<file path="config.mk">
export PLATFORM = sky130hd
export DESIGN_NAME = bcd_display_scanner
export DESIGN_NICKNAME = d
export VERILOG_FILES = /design/src/rtl/bcd_display_scanner.sv
export SDC_FILE = /design/constraint.sdc
export NUM_CORES = 1
export LEC_CHECK = 0
export BUFFER_PORTS_ARGS = -buffer_cell sky130_fd_sc_hd__clkbuf_2
export CELL_PAD_IN_SITES_DETAIL_PLACEMENT = 0
export CELL_PAD_IN_SITES_GLOBAL_PLACEMENT = 2
export CORE_UTILIZATION = 34
export CTS_BUF_LIST = sky130_fd_sc_hd__clkbuf_16
export CTS_CLUSTER_SIZE = 8
export DETAILED_ROUTE_END_ITERATION = 6
export PLACE_DENSITY_LB_ADDON = 0.08
export SYNTH_ARGS = -nofsm -noshare
export SYNTH_HDL_FRONTEND = slang
export SYNTH_SLANG_ARGS = --single-unit
</file>
<file path="constraint.sdc">
create_clock -name clk -period 2.31 [get_ports clk]
set_clock_uncertainty 0.15 [all_clocks]
set_input_delay 0.693 -clock clk [delete_from_list [all_inputs] [get_ports clk]]
set_output_delay 0.693 -clock clk [all_outputs]
set_load 0.02 [all_outputs]
</file>
<file path="src/rtl/bcd_display_scanner.sv">
// Binary-to-BCD display scanner: captures a 14-bit value, converts it with a
// sequential double-dabble engine, and time-multiplexes four 7-segment digits.
module bcd_display_scanner #(
  parameter int REFRESH_DIV = 100000,
  parameter bit BLANK_ZEROS = 1'b1
) (
  input  logic        clk,
  input  logic        reset,
  input  logic        dato_valido,
  input  logic [13:0] dato,
  output logic        listo,
  output logic [2:0]  contador_actualizar,
  output logic [6:0]  segmentos
);

  localparam int PW = $clog2(REFRESH_DIV);
  localparam logic [PW-1:0] PRESC_LAST = PW'(REFRESH_DIV - 1);

  typedef enum logic [1:0] {IDLE, SHIFT, COMMIT} state_t;

  state_t        state_q, state_d;
  logic          listo_q, listo_d;
  logic [3:0]    iter_q, iter_d;
  logic [13:0]   bin_q, bin_d;
  logic [15:0]   bcd_q, bcd_d;
  logic          ovf_pend_q, ovf_pend_d;
  logic [15:0]   disp_q, disp_d;
  logic          ovf_q, ovf_d;
  logic [PW-1:0] presc_q, presc_d;
  logic [1:0]    idx_q, idx_d;

  // One double-dabble iteration: correct nibbles >= 5, then shift {bcd, bin} left.
  function automatic logic [29:0] dabble_step(input logic [15:0] bcd, input logic [13:0] bin);
    logic [15:0] adj;
    adj = bcd;
    for (int i = 0; i < 4; i++) begin
      if (bcd[4*i +: 4] >= 4'd5) adj[4*i +: 4] = bcd[4*i +: 4] + 4'd3;
    end
    return {adj[14:0], bin, 1'b0};
  endfunction

  function automatic logic [6:0] seg7(input logic [3:0] d);
    case (d)
      4'd0:    seg7 = 7'b1000000;
      4'd1:    seg7 = 7'b1111001;
      4'd2:    seg7 = 7'b0100100;
      4'd3:    seg7 = 7'b0110000;
      4'd4:    seg7 = 7'b0011001;
      4'd5:    seg7 = 7'b0010010;
      4'd6:    seg7 = 7'b0000010;
      4'd7:    seg7 = 7'b1111000;
      4'd8:    seg7 = 7'b0000000;
      4'd9:    seg7 = 7'b0010000;
      default: seg7 = 7'b1111111;
    endcase
  endfunction

  always_comb begin
    state_d    = state_q;
    iter_d     = iter_q;
    bin_d      = bin_q;
    bcd_d      = bcd_q;
    ovf_pend_d = ovf_pend_q;
    disp_d     = disp_q;
    ovf_d      = ovf_q;
    case (state_q)
      IDLE: begin
        if (dato_valido && listo_q) begin
          bin_d      = dato;
          bcd_d      = 16'd0;
          iter_d     = 4'd0;
          ovf_pend_d = (dato > 14'd9999);
          state_d    = SHIFT;
        end
      end
      SHIFT: begin
        {bcd_d, bin_d} = dabble_step(bcd_q, bin_q);
        iter_d = iter_q + 4'd1;
        if (iter_q == 4'd13) state_d = COMMIT;
      end
      COMMIT: begin
        disp_d  = bcd_q;
        ovf_d   = ovf_pend_q;
        state_d = IDLE;
      end
      default: state_d = IDLE;
    endcase
    // listo is registered so it stays low while reset is held and rises one edge later.
    listo_d = (state_d == IDLE);
  end

  always_comb begin
    presc_d = presc_q + PW'(1);
    idx_d   = idx_q;
    if (presc_q == PRESC_LAST) begin
      presc_d = '0;
      idx_d   = idx_q + 2'd1;
    end
  end

  always_ff @(posedge clk) begin
    if (reset) begin
      state_q    <= IDLE;
      listo_q    <= 1'b0;
      iter_q     <= 4'd0;
      ovf_pend_q <= 1'b0;
      disp_q     <= 16'd0;
      ovf_q      <= 1'b0;
      presc_q    <= '0;
      idx_q      <= 2'd0;
    end else begin
      state_q    <= state_d;
      listo_q    <= listo_d;
      iter_q     <= iter_d;
      ovf_pend_q <= ovf_pend_d;
      disp_q     <= disp_d;
      ovf_q      <= ovf_d;
      presc_q    <= presc_d;
      idx_q      <= idx_d;
    end
  end

  always_ff @(posedge clk) begin
    bin_q <= bin_d;
    bcd_q <= bcd_d;
  end

  logic [3:0] nib;
  logic       blank;

  always_comb begin
    nib   = disp_q[4*idx_q +: 4];
    blank = 1'b0;
    case (idx_q)
      2'd1:    blank = (disp_q[15:4] == 12'd0);
      2'd2:    blank = (disp_q[15:8] == 8'd0);
      2'd3:    blank = (disp_q[15:12] == 4'd0);
      default: blank = 1'b0;
    endcase
    if (ovf_q)                   segmentos = 7'b0111111;
    else if (BLANK_ZEROS && blank) segmentos = 7'b1111111;
    else                         segmentos = seg7(nib);
  end

  assign listo               = listo_q;
  assign contador_actualizar = {1'b0, idx_q};

endmodule

</file>
==> summary.txt, run 1 <==
Placement
  – Port bufs: 26
  – Placement Cell Area: 4250 sq um
  – Post-Place Setup Slack: -414 ps
  – HPWL after DPL: 5510 microns
  – Gp weighted congestion: 0.699

Detailed routing
  – Antenna viol nets, final: 0
  – Via count: 2913
  – DR iter-0 viols: 98
  – Avg WL per Cell: roughly 13 microns
  – Post-route DRC: 0
  – Pre-antenna DRT Iters: 4
  – Vias per inst: 4.78
  – Final wirelength: about 8000 microns

Clocking
  – Root Driver: clkbuf_16
  – Clock-pin slew on the worst setup and hold paths: 60 ps
  – # hold bufs at CTS: 0
  – H-tree depth reported by CTS: 3
  – Num Clock Sinks: 74
  – CTS tree: done
  – CTS Buf Count: 9
  – Clock Path Buffers: 2
  – Clk Latency, worst-skew pair: 330 ps

Die
  – Ports: 28
  – CORE AREA: 10500 sq um
  – Initial core utilization: between 30% and 40%
  – Die X: 107 microns
  – Die Area: roughly 11000 sq um
  – Row cnt: 37
  – Die Y: 107 microns

Global routing
  – Vias in the first global route: around 2900
  – Global-route wire length before repair: around 14000 microns
  – Antenna violations before repair: 0
  – Largest net degree at the start of global routing: 32
  – Gr usage total: 15.1%
  – Global route overflow: 0

Setup path
  – CP required: 1470 ps
  – Terminus of the critical flop-to-flop path: presc_q[12]
  – R2R setup slack: roughly 470 ps
  – Critical setup path kind: reg2out
  – R2R Path Start: presc_q[0]
  – Critical Path End Type: output pin
  – Worst Path Max Fanout: 4
  – Startpoint Class: register
  – FF-to-FF path depth: 6
  – Arr. time, crit path: 2170 ps

Flow run
  – Max-cap violations: 0

Timing
  – Final hold violation count: 0
  – Worst slew pin tran: 668 ps
  – Max-slew headroom: 55.5%
  – Setup_tns: -4450 ps
  – Max-slew violation count: 0
  – Tcrit/Tclk final: 130%
  – Final hold slack: 314 ps
  – RSZ-0062 raised after global routing: true
  – Setup slack after layout: -700 ps
  – Fin crit period: 3010 ps
  – Final setup viols: 7
  – Fmax achieved: ~330 MHz

Synthesis
  – Sequential area share after synthesis: ~47%
  – Ys async rst share: 0%
  – Synth cell types: 49
  – Synth top area share: 24.0%
  – Main flop type after synthesis: dfxtp_1
  – Biggest area consumer among synthesized cells: edfxtp_1
  – Post-synth EDFFs: 30
  – Syn Std Cell Area: 3750 sq um
  – Synth area leaders: edfxtp_1 (24%), dfxtp_1 (23%), nand2_1 (9.0%)
  – Average size of a mapped cell: 9.11 sq um
  – Syn_nets: 449
  – Cells after Synth: between 400 and 500
  – Synth Register Bits: 74
  – Yosys warnings: 0

Worst hold path
  – Hold Path Stages: 1
  – Worst hold path class: reg2reg
  – Hold path startpoint: presc_q[0]
  – Endpoint, Worst Hold: presc_q[0]

Pwr
  – Logic pwr share: 7.8%
  – Power share of the sequential group: 49.4%
  – Switching Share: 24.6%
  – Clk pwr share: 42.8%
  – P_int: 0.00225 W
  – Switching power: 0.000734 W
  – Leak: 1.86 nW
  – Pwr Density: about 630 nW/um^2
  – Max VDD drop: 0.362 mV

Finish
  – Share of cells above drive strength 1: roughly a quarter
  – Ant. Diodes: 0
  – Final Instance Area: 4730 sq um
  – P&R area growth vs syn: 26.0%
  – # fillers: 1040
  – Layout Nets: 505

Status
  – Failing checks: setup timing
  – Status: complete, but fails checks
-- synthesized netlist by cell type, types with 2 or more instances --
master	number
nand2_1	90
dfxtp_1	44
a21oi_1	36
nor2_1	36
edfxtp_1	30
ha_1	20
inv_1	18
clkbuf_1	13
nand3_1	11
xnor2_1	11
xor2_1	11
o21ai_0	10
nor3_1	9
nand2b_1	8
nand4_1	7
nor2b_1	7
a211oi_1	5
and4_1	4
nor4_1	4
and2_1	3
buf_6	3
mux4_2	3
buf_2	2
nor4b_1	2
-- kinds of logic after synthesis --
| family | after synthesis | share of synthesized area [%] |
|---|---|---|
| compound gates | 60 | 9.07 |
| buf+inv | 38 | 4.57 |
| simple gates | 190 | 23.5 |
| xor+xnor | 22 | 5.13 |
| mux | 7 | 3.47 |
| flops | 74 | 47.5 |
| fa+ha+maj | 20 | 6.67 |
| other cells | 1 | 0.0999 |
-- cell type report --
cell class	count	area, sq um	share of cell area, %
clock buffers	9	225	4.76
clock inverters	7	48.8	1.03
inverters	18	67.6	1.43
multi-input cells	300	1920	40.5
flip-flops and latches	74	1790	37.8
well taps	136	170	3.60
repair buffers	65	515	10.9
-- worst max-delay path, cell delays in order, from the launching register on --
cell and delay (ps):
dfxtp_4 380, mux4_2 560, inv_2 110, ha_4 130
inv_2 30, mux2_4 250, mux2i_2 160, nand2_2 80
buf_8 140
-- how the worst max path moves through the flow --
stage	startpoint	to	slack, ps	cells after the start
6_report	idx_q[0]	segmentos[4]	-700	8
5_1_grt	idx_q[0]	segmentos[4]	-780	8
4_1_cts	idx_q[0]	segmentos[4]	-730	8
2_1_floorplan	idx_q[0]	segmentos[3]	-350	7
3_5_place_dp	idx_q[0]	segmentos[4]	-410	8
3_3_place_gp	idx_q[0]	segmentos[4]	-370	8
-- metal layers --
layer  track usage (%)  vias up  share of wire (%)
li1                  -     1515                  -
met1              19.9     1348                 50
met2              23.9       37                 46
met3              2.74       13                2.3
met4              7.44        0                2.1
met5                 0        -                  0
-- per-stage QoR --
| stage | utilization, % | instances | power (W) |
|---|---|---|---|
| after floorplan | - | 412 | 0.00166 |
| after global placement | 40.5 | 588 | 0.00173 |
| after detailed placement | 40.5 | 588 | 0.00174 |
| after CTS | 44.6 | 608 | 0.00303 |
| after global routing | 45.0 | 609 | 0.00312 |
| final | 45.0 | 609 | 0.00298 |
-- registers in the layout, indices dropped and copies added (netlist names) --
signal	flops
bcd_q	16
bin_q	14
disp_q	16
idx_q	2
iter_q	4
listo	1
ovf_pend_q	1
ovf_q	1
presc_q	17
state_q	2
-- cells in the final DEF (no fill, tap or decap), types with 2 or more instances in the layout --
cell        instances
nand2_1            89
dfxtp_1            43
nor2_1             36
buf_4              35
a21oi_1            34
edfxtp_1           30
clkbuf_2           19
ha_1               18
inv_1              17
nand3_1            11
xor2_1             11
xnor2_1            10
clkbuf_16           9
nor3_1              8
nand2b_1            7
nand4_1             7
nor2b_1             6
o21ai_0             6
o21ai_2             5
clkbuf_8            5
mux4_2              4
nor4_1              4
and4_1              4
a211oi_1            4
inv_2               3
and2_1              3
clkinv_4            3
buf_6               3
a21oi_2             2
nor4b_1             2
ha_4                2
clkinvlp_4          2
buf_12              2
-- power groups by stage --
| stage | clock, W | sequential [W] | combinational, W |
|---|---|---|---|
| after floorplan | 0 | 0.00149 | 0.000164 |
| after global placement | 0 | 0.00150 | 0.000234 |
| after global routing | 0.00138 | 0.00148 | 0.000267 |
| after detailed placement | 0 | 0.00150 | 0.000236 |
| final | 0.00128 | 0.00147 | 0.000233 |
| after CTS | 0.00132 | 0.00147 | 0.000238 |
-- timing repair --
action,CTS,global route
endpoints found under the setup margin,7,7
pin swaps,4,0
buffers inserted,4,1
gates resized for setup,25,9
No activity file was read; power rests on OpenSTA's default activity.
==> run 2: changes to the inputs <==
--- a/config.mk
+++ b/config.mk
@@ -8,6 +8,8 @@
 export BUFFER_PORTS_ARGS = -buffer_cell sky130_fd_sc_hd__clkbuf_2
 export CELL_PAD_IN_SITES_DETAIL_PLACEMENT = 0
 export CELL_PAD_IN_SITES_GLOBAL_PLACEMENT = 2
+export CORE_ASPECT_RATIO = 0.7
+export CORE_MARGIN = 2
 export CORE_UTILIZATION = 34
 export CTS_BUF_LIST = sky130_fd_sc_hd__clkbuf_16
 export CTS_CLUSTER_SIZE = 8
==> summary.txt, run 2 (synthesis results as in run 1) <==
Worst hold path
  – Worst hold path class: reg2reg
  – Hold Path Stages: 2

Setup path
  – FF-to-FF path depth: 6
  – CP required: 1470 ps
  – Critical setup path kind: reg2out
  – Startpoint Class: register
  – Arr. time, crit path: 2140 ps
  – Terminus of the critical flop-to-flop path: presc_q[10]
  – Worst Path Max Fanout: 5
  – Critical Path End Type: output pin
  – R2R Path Start: presc_q[0]
  – Setup crit end: segmentos[6]
  – R2R setup slack: 420 ps
  – Crit path from: idx_q[0]

Die
  – Initial core utilization: 34.5%
  – CORE AREA: 10900 sq um
  – Die X: 130 microns
  – Die Area: 11900 sq um
  – Row cnt: 32
  – Ports: 28
  – Die Y: 91.9 microns

Pwr
  – Logic pwr share: 7.3%
  – Switching Share: 22.3%
  – Switching power: between 0.0007 and 0.0008 W
  – P_int: 0.00246 W
  – Clk pwr share: a little under half
  – Power share of the sequential group: 46.6%
  – Max VDD drop: 0.318 mV
  – Tot Pwr: 0.00317 W
  – Leak: 1.88 nW
  – Pwr Density: 668 nW/um^2

Timing
  – Setup slack after layout: -669 ps
  – Final hold violation count: 0
  – Final hold slack: 307 ps
  – Fin crit period: a little under 3000 ps
  – Max-slew violation count: 0
  – Max-slew headroom: 55.2%
  – Setup_tns: -4320 ps
  – Tcrit/Tclk final: 129%
  – Fmax achieved: about 340 MHz
  – RSZ-0062 raised after global routing: true
  – Final setup viols: 7
  – Worst slew pin tran: about 670 ps

Clocking
  – Clk Latency, worst-skew pair: about 330 ps
  – Num Clock Sinks: 74
  – Clock Path Buffers: 2
  – H-tree depth reported by CTS: 3
  – CTS tree: done
  – Clock-pin slew on the worst setup and hold paths: 60 ps
  – # hold bufs at CTS: 0
  – CTS Buf Count: 9
  – Root Driver: clkbuf_16

Finish
  – Largest registers: presc_q x17, bcd_q x16, disp_q x16
  – P&R area growth vs syn: 26.2%
  – Leading cell types in the layout, fill and taps excluded: nand2_1 (89), dfxtp_1 (43), buf_4 (37)
  – Share of cells above drive strength 1: 22.8%
  – Area of the multi-input gates: ~1900 sq um
  – Layout Nets: 505
  – Max reg flops: 17
  – # fillers: 1080
  – Seq. cell area: 1790 sq um
  – Final Instance Area: 4740 sq um
  – Largest Register: presc_q
  – Most common cell after layout, fill and taps aside: nand2_1
  – Ant. Diodes: 0

Global routing
  – Largest net degree at the start of global routing: 31
  – Global-route wire length before repair: 13700 microns
  – Vias in the first global route: 2726
  – Gr usage total: between 10% and 20%
  – Global route overflow: 0
  – Antenna violations before repair: 0

Placement
  – Post-Place Setup Slack: -360 ps
  – Port bufs: 26
  – HPWL after DPL: a little under 6000 microns
  – Placement Cell Area: 4270 sq um
  – Gp weighted congestion: 0.734

Status
  – Status: complete, but fails checks
  – Failing checks: setup timing

Flow run
  – Max-cap violations: 0

Detailed routing
  – Antenna viol nets, final: 0
  – Avg WL per Cell: 13.0 microns
  – Vias per inst: 4.60
  – Pre-antenna DRT Iters: 4
  – Post-route DRC: 0
  – Via count: 2877
  – Final wirelength: between 8000 and 9000 microns
  – DR iter-0 viols: 187
==> run 2: per-layer routing <==
layer | track usage, % | share of wire (%) | vias up
met5 | 0 | 0 | -
met1 | 22.8 | 56 | 1310
met4 | 4.03 | 0.49 | 0
li1 | - | - | 1518
met3 | 4.20 | 3.2 | 4
met2 | 20.2 | 40 | 45
==> run 2: layout make-up <==
cell class | count | area share (%)
Timing Repair Buffer | 65 | 10.2
Clock inverter | 7 | 1.80
Inverter | 18 | 1.43
Clock buffer | 9 | 4.75
Sequential cell | 74 | 37.7
Multi-Input combinational cell | 300 | 40.1
Tap cell | 153 | 4.04
==> run 2: worst max-delay path: stages (launching register included) <==
cell and delay (ps):
dfxtp_4 380, mux4_2 550, buf_4 170, ha_1 180, nand2b_4 160, o22ai_4 150
a21oi_2 60, buf_4 160
==> run 2: timing repair <==
item	4_1_cts	5_1_grt
resized for setup	17	12
setup endpoints to repair	7	7
pin swaps	5	4
buffers inserted	3	2
==> run 2: power by group through the flow <==
stage	Combinational [W]	Sequential, W	Clock, W
after global placement	0.000234	0.00150	0
after CTS	0.000239	0.00148	0.00151
final	0.000232	0.00148	0.00146
after global routing	0.000271	0.00148	0.00157
after detailed placement	0.000238	0.00150	0
after floorplan	0.000164	0.00149	0
==> run 2: worst min path at each step <==
stage	from	to
floorplan	presc_q[0]	presc_q[0]
global placement	presc_q[0]	presc_q[0]
detailed placement	ovf_pend_q	ovf_q
CTS	ovf_pend_q	ovf_q
global route	iter_q[3]	state_q[1]
finish	ovf_pend_q	ovf_q
==> run 2: stage by stage <==
step / cells / utilization [%]
final: 626 / 43.5
after global routing: 626 / 43.5
after CTS: 624 / 43.0
after detailed placement: 605 / 39.2
after global placement: 605 / 39.2
after floorplan: 412 / -
==> run 3: changes to the inputs <==
--- a/config.mk
+++ b/config.mk
@@ -15,6 +15,7 @@
 export CTS_CLUSTER_SIZE = 8
 export DETAILED_ROUTE_END_ITERATION = 6
 export PLACE_DENSITY_LB_ADDON = 0.08
+export RECOVER_POWER = 100
 export SYNTH_ARGS = -nofsm -noshare
 export SYNTH_HDL_FRONTEND = slang
 export SYNTH_SLANG_ARGS = --single-unit
==> summary.txt, run 3 (synthesis results as in run 1) <==
Detailed routing
  – Antenna viol nets, final: 0
  – Via count: 2882
  – Pre-antenna DRT Iters: 4
  – Post-route DRC: 0
  – DR iter-0 viols: 160
  – Final wirelength: ~8100 microns
  – Vias per inst: 4.60
  – Avg WL per Cell: 13.0 microns

Finish
  – Share of cells above drive strength 1: 22.0%
  – Leading cell types in the layout, fill and taps excluded: nand2_1 (89), dfxtp_1 (43), nor2_1 (35)
  – P&R area growth vs syn: 25.5%
  – Most common cell after layout, fill and taps aside: nand2_1
  – Non-Filler Instances: 626
  – Max reg flops: 17
  – Final Instance Area: 4710 sq um
  – # fillers: 1083
  – Layout Nets: 505
  – Ant. Diodes: 0
  – Largest Register: presc_q
  – Largest registers: presc_q x17, bcd_q x16, disp_q x16

Worst hold path
  – Worst hold path class: reg2reg

Clocking
  – H-tree depth reported by CTS: 3
  – Clock-pin slew on the worst setup and hold paths: 60 ps
  – CTS tree: done
  – Num Clock Sinks: 74
  – Clk Latency, worst-skew pair: 330 ps
  – CTS Buf Count: 9
  – Root Driver: clkbuf_16
  – Clock Path Buffers: 2

Setup path
  – Startpoint Class: register
  – CP bufs+invs: 2
  – Critical setup path kind: reg2out
  – Critical Path End Type: output pin
  – CP peak stage delay: 550 ps
  – Arr. time, crit path: about 2100 ps
  – CP most frequent cell: buf_4
  – Slowest-stage cell, CP: mux4_2
  – Delay-heaviest family, CP: multiplexers
  – CP required: 1470 ps
  – Worst Path Max Fanout: 5
  – R2R setup slack: 250 ps
  – CP cell instances: mux4_2 -> buf_4 -> ha_1 -> nand2b_4 -> o22ai_4 -> a21oi_2 -> buf_4

Die
  – Initial core utilization: 34.5%
  – Ports: 28
  – Die Y: 91.9 microns
  – Die Area: 11900 sq um
  – Die X: around 130 microns
  – Row cnt: 32
  – CORE AREA: 10900 sq um

Timing
  – Final hold violation count: 0
  – Fin crit period: between 2000 and 3000 ps
  – Max-slew headroom: roughly 45%
  – RSZ-0062 raised after global routing: true
  – Final setup viols: 7
  – Fmax achieved: 335 MHz
  – Final hold slack: 305 ps
  – Max-slew violation count: 0
  – Tcrit/Tclk final: 129%
  – Setup slack after layout: -672 ps
  – Worst slew pin tran: slightly above 800 ps
  – Setup_tns: -4350 ps

Global routing
  – Global route overflow: 0
  – Antenna violations before repair: 0
  – Global-route wire length before repair: 13700 microns
  – Gr usage total: roughly 15%
  – Largest net degree at the start of global routing: 31
  – Vias in the first global route: 2726

Placement
  – Gp weighted congestion: 0.734
  – Port bufs: 26
  – HPWL after DPL: ~5800 microns
  – # placed instances: 605
  – Placement Cell Area: approximately 4300 sq um

Pwr
  – Pwr Density: 672 nW/um^2
  – Max VDD drop: between 0.3 and 0.4 mV
  – Leak: 1.86 nW

Status
  – Failing checks: setup timing
  – Status: complete, but fails checks

Flow run
  – Max-cap violations: 0
run 3: changes by cell type in the layout (fill, tap and decap cells not counted):
cell      delta
and2_0       +1
buf_4        -3
buf_12       -1
and2_1       -1
clkbuf_1     +4
run 3: cell type report:
type	instances	area, sq um	area share [%]
repair buffers	65	454	9.64
well taps	153	191	4.06
multi-input cells	300	1900	40.4
inverters	18	67.6	1.43
clock buffers	9	225	4.78
clock inverters	7	85.1	1.81
flip-flops and latches	74	1790	37.9
run 3: per-stage QoR:
stage	util (%)	power [W]	worst slack [ps]
floorplan	-	0.00166	-355
global placement	39.2	0.00174	-334
detailed placement	39.2	0.00174	-360
CTS	43.0	0.00323	-686
global route	43.2	0.00331	-757
finish	43.2	0.00316	-672
run 3: where the power goes:
part / internal, W / total, W / leakage (nW) / switching (W)
clock: 0.000936 / 0.00147 / 0.160 / 0.000531
combinational: 0.0000811 / 0.000222 / 1.05 / 0.000141
sequential: 0.00143 / 0.00148 / 0.647 / 0.0000423
total: 0.00245 / 0.00316 / 1.86 / 0.000714
run 3: what timing repair did:
item                                    4_1_cts  5_1_grt
resized for setup                            17       12
hold buffers                                  0        0
pin swaps                                     5        4
buffers inserted                              3        2
endpoints found under the setup margin        7        7
run 3: final timing paths:
kind	start	to	cells after the start
min	ovf_pend_q	ovf_q	2
max	idx_q[0]	segmentos[6]	7
max reg2reg	state_q[0]	bcd_q[9]	4
min reg2reg	ovf_pend_q	ovf_q	2
run 3: per-layer routing:
layer	up-vias	global-route usage (%)	part of all wire (%)
met5	-	0	0
met1	1312	22.8	56
li1	1519	-	-
met3	5	4.20	4.0
met4	0	4.03	0.63
met2	46	20.2	40
run 3: worst reg2reg max path, stage by stage, from the launching register on:
cell,delay (ps)
dfxtp_1,440
a21oi_1,60
or2_2,320
inv_1,80
clkbuf_2,620
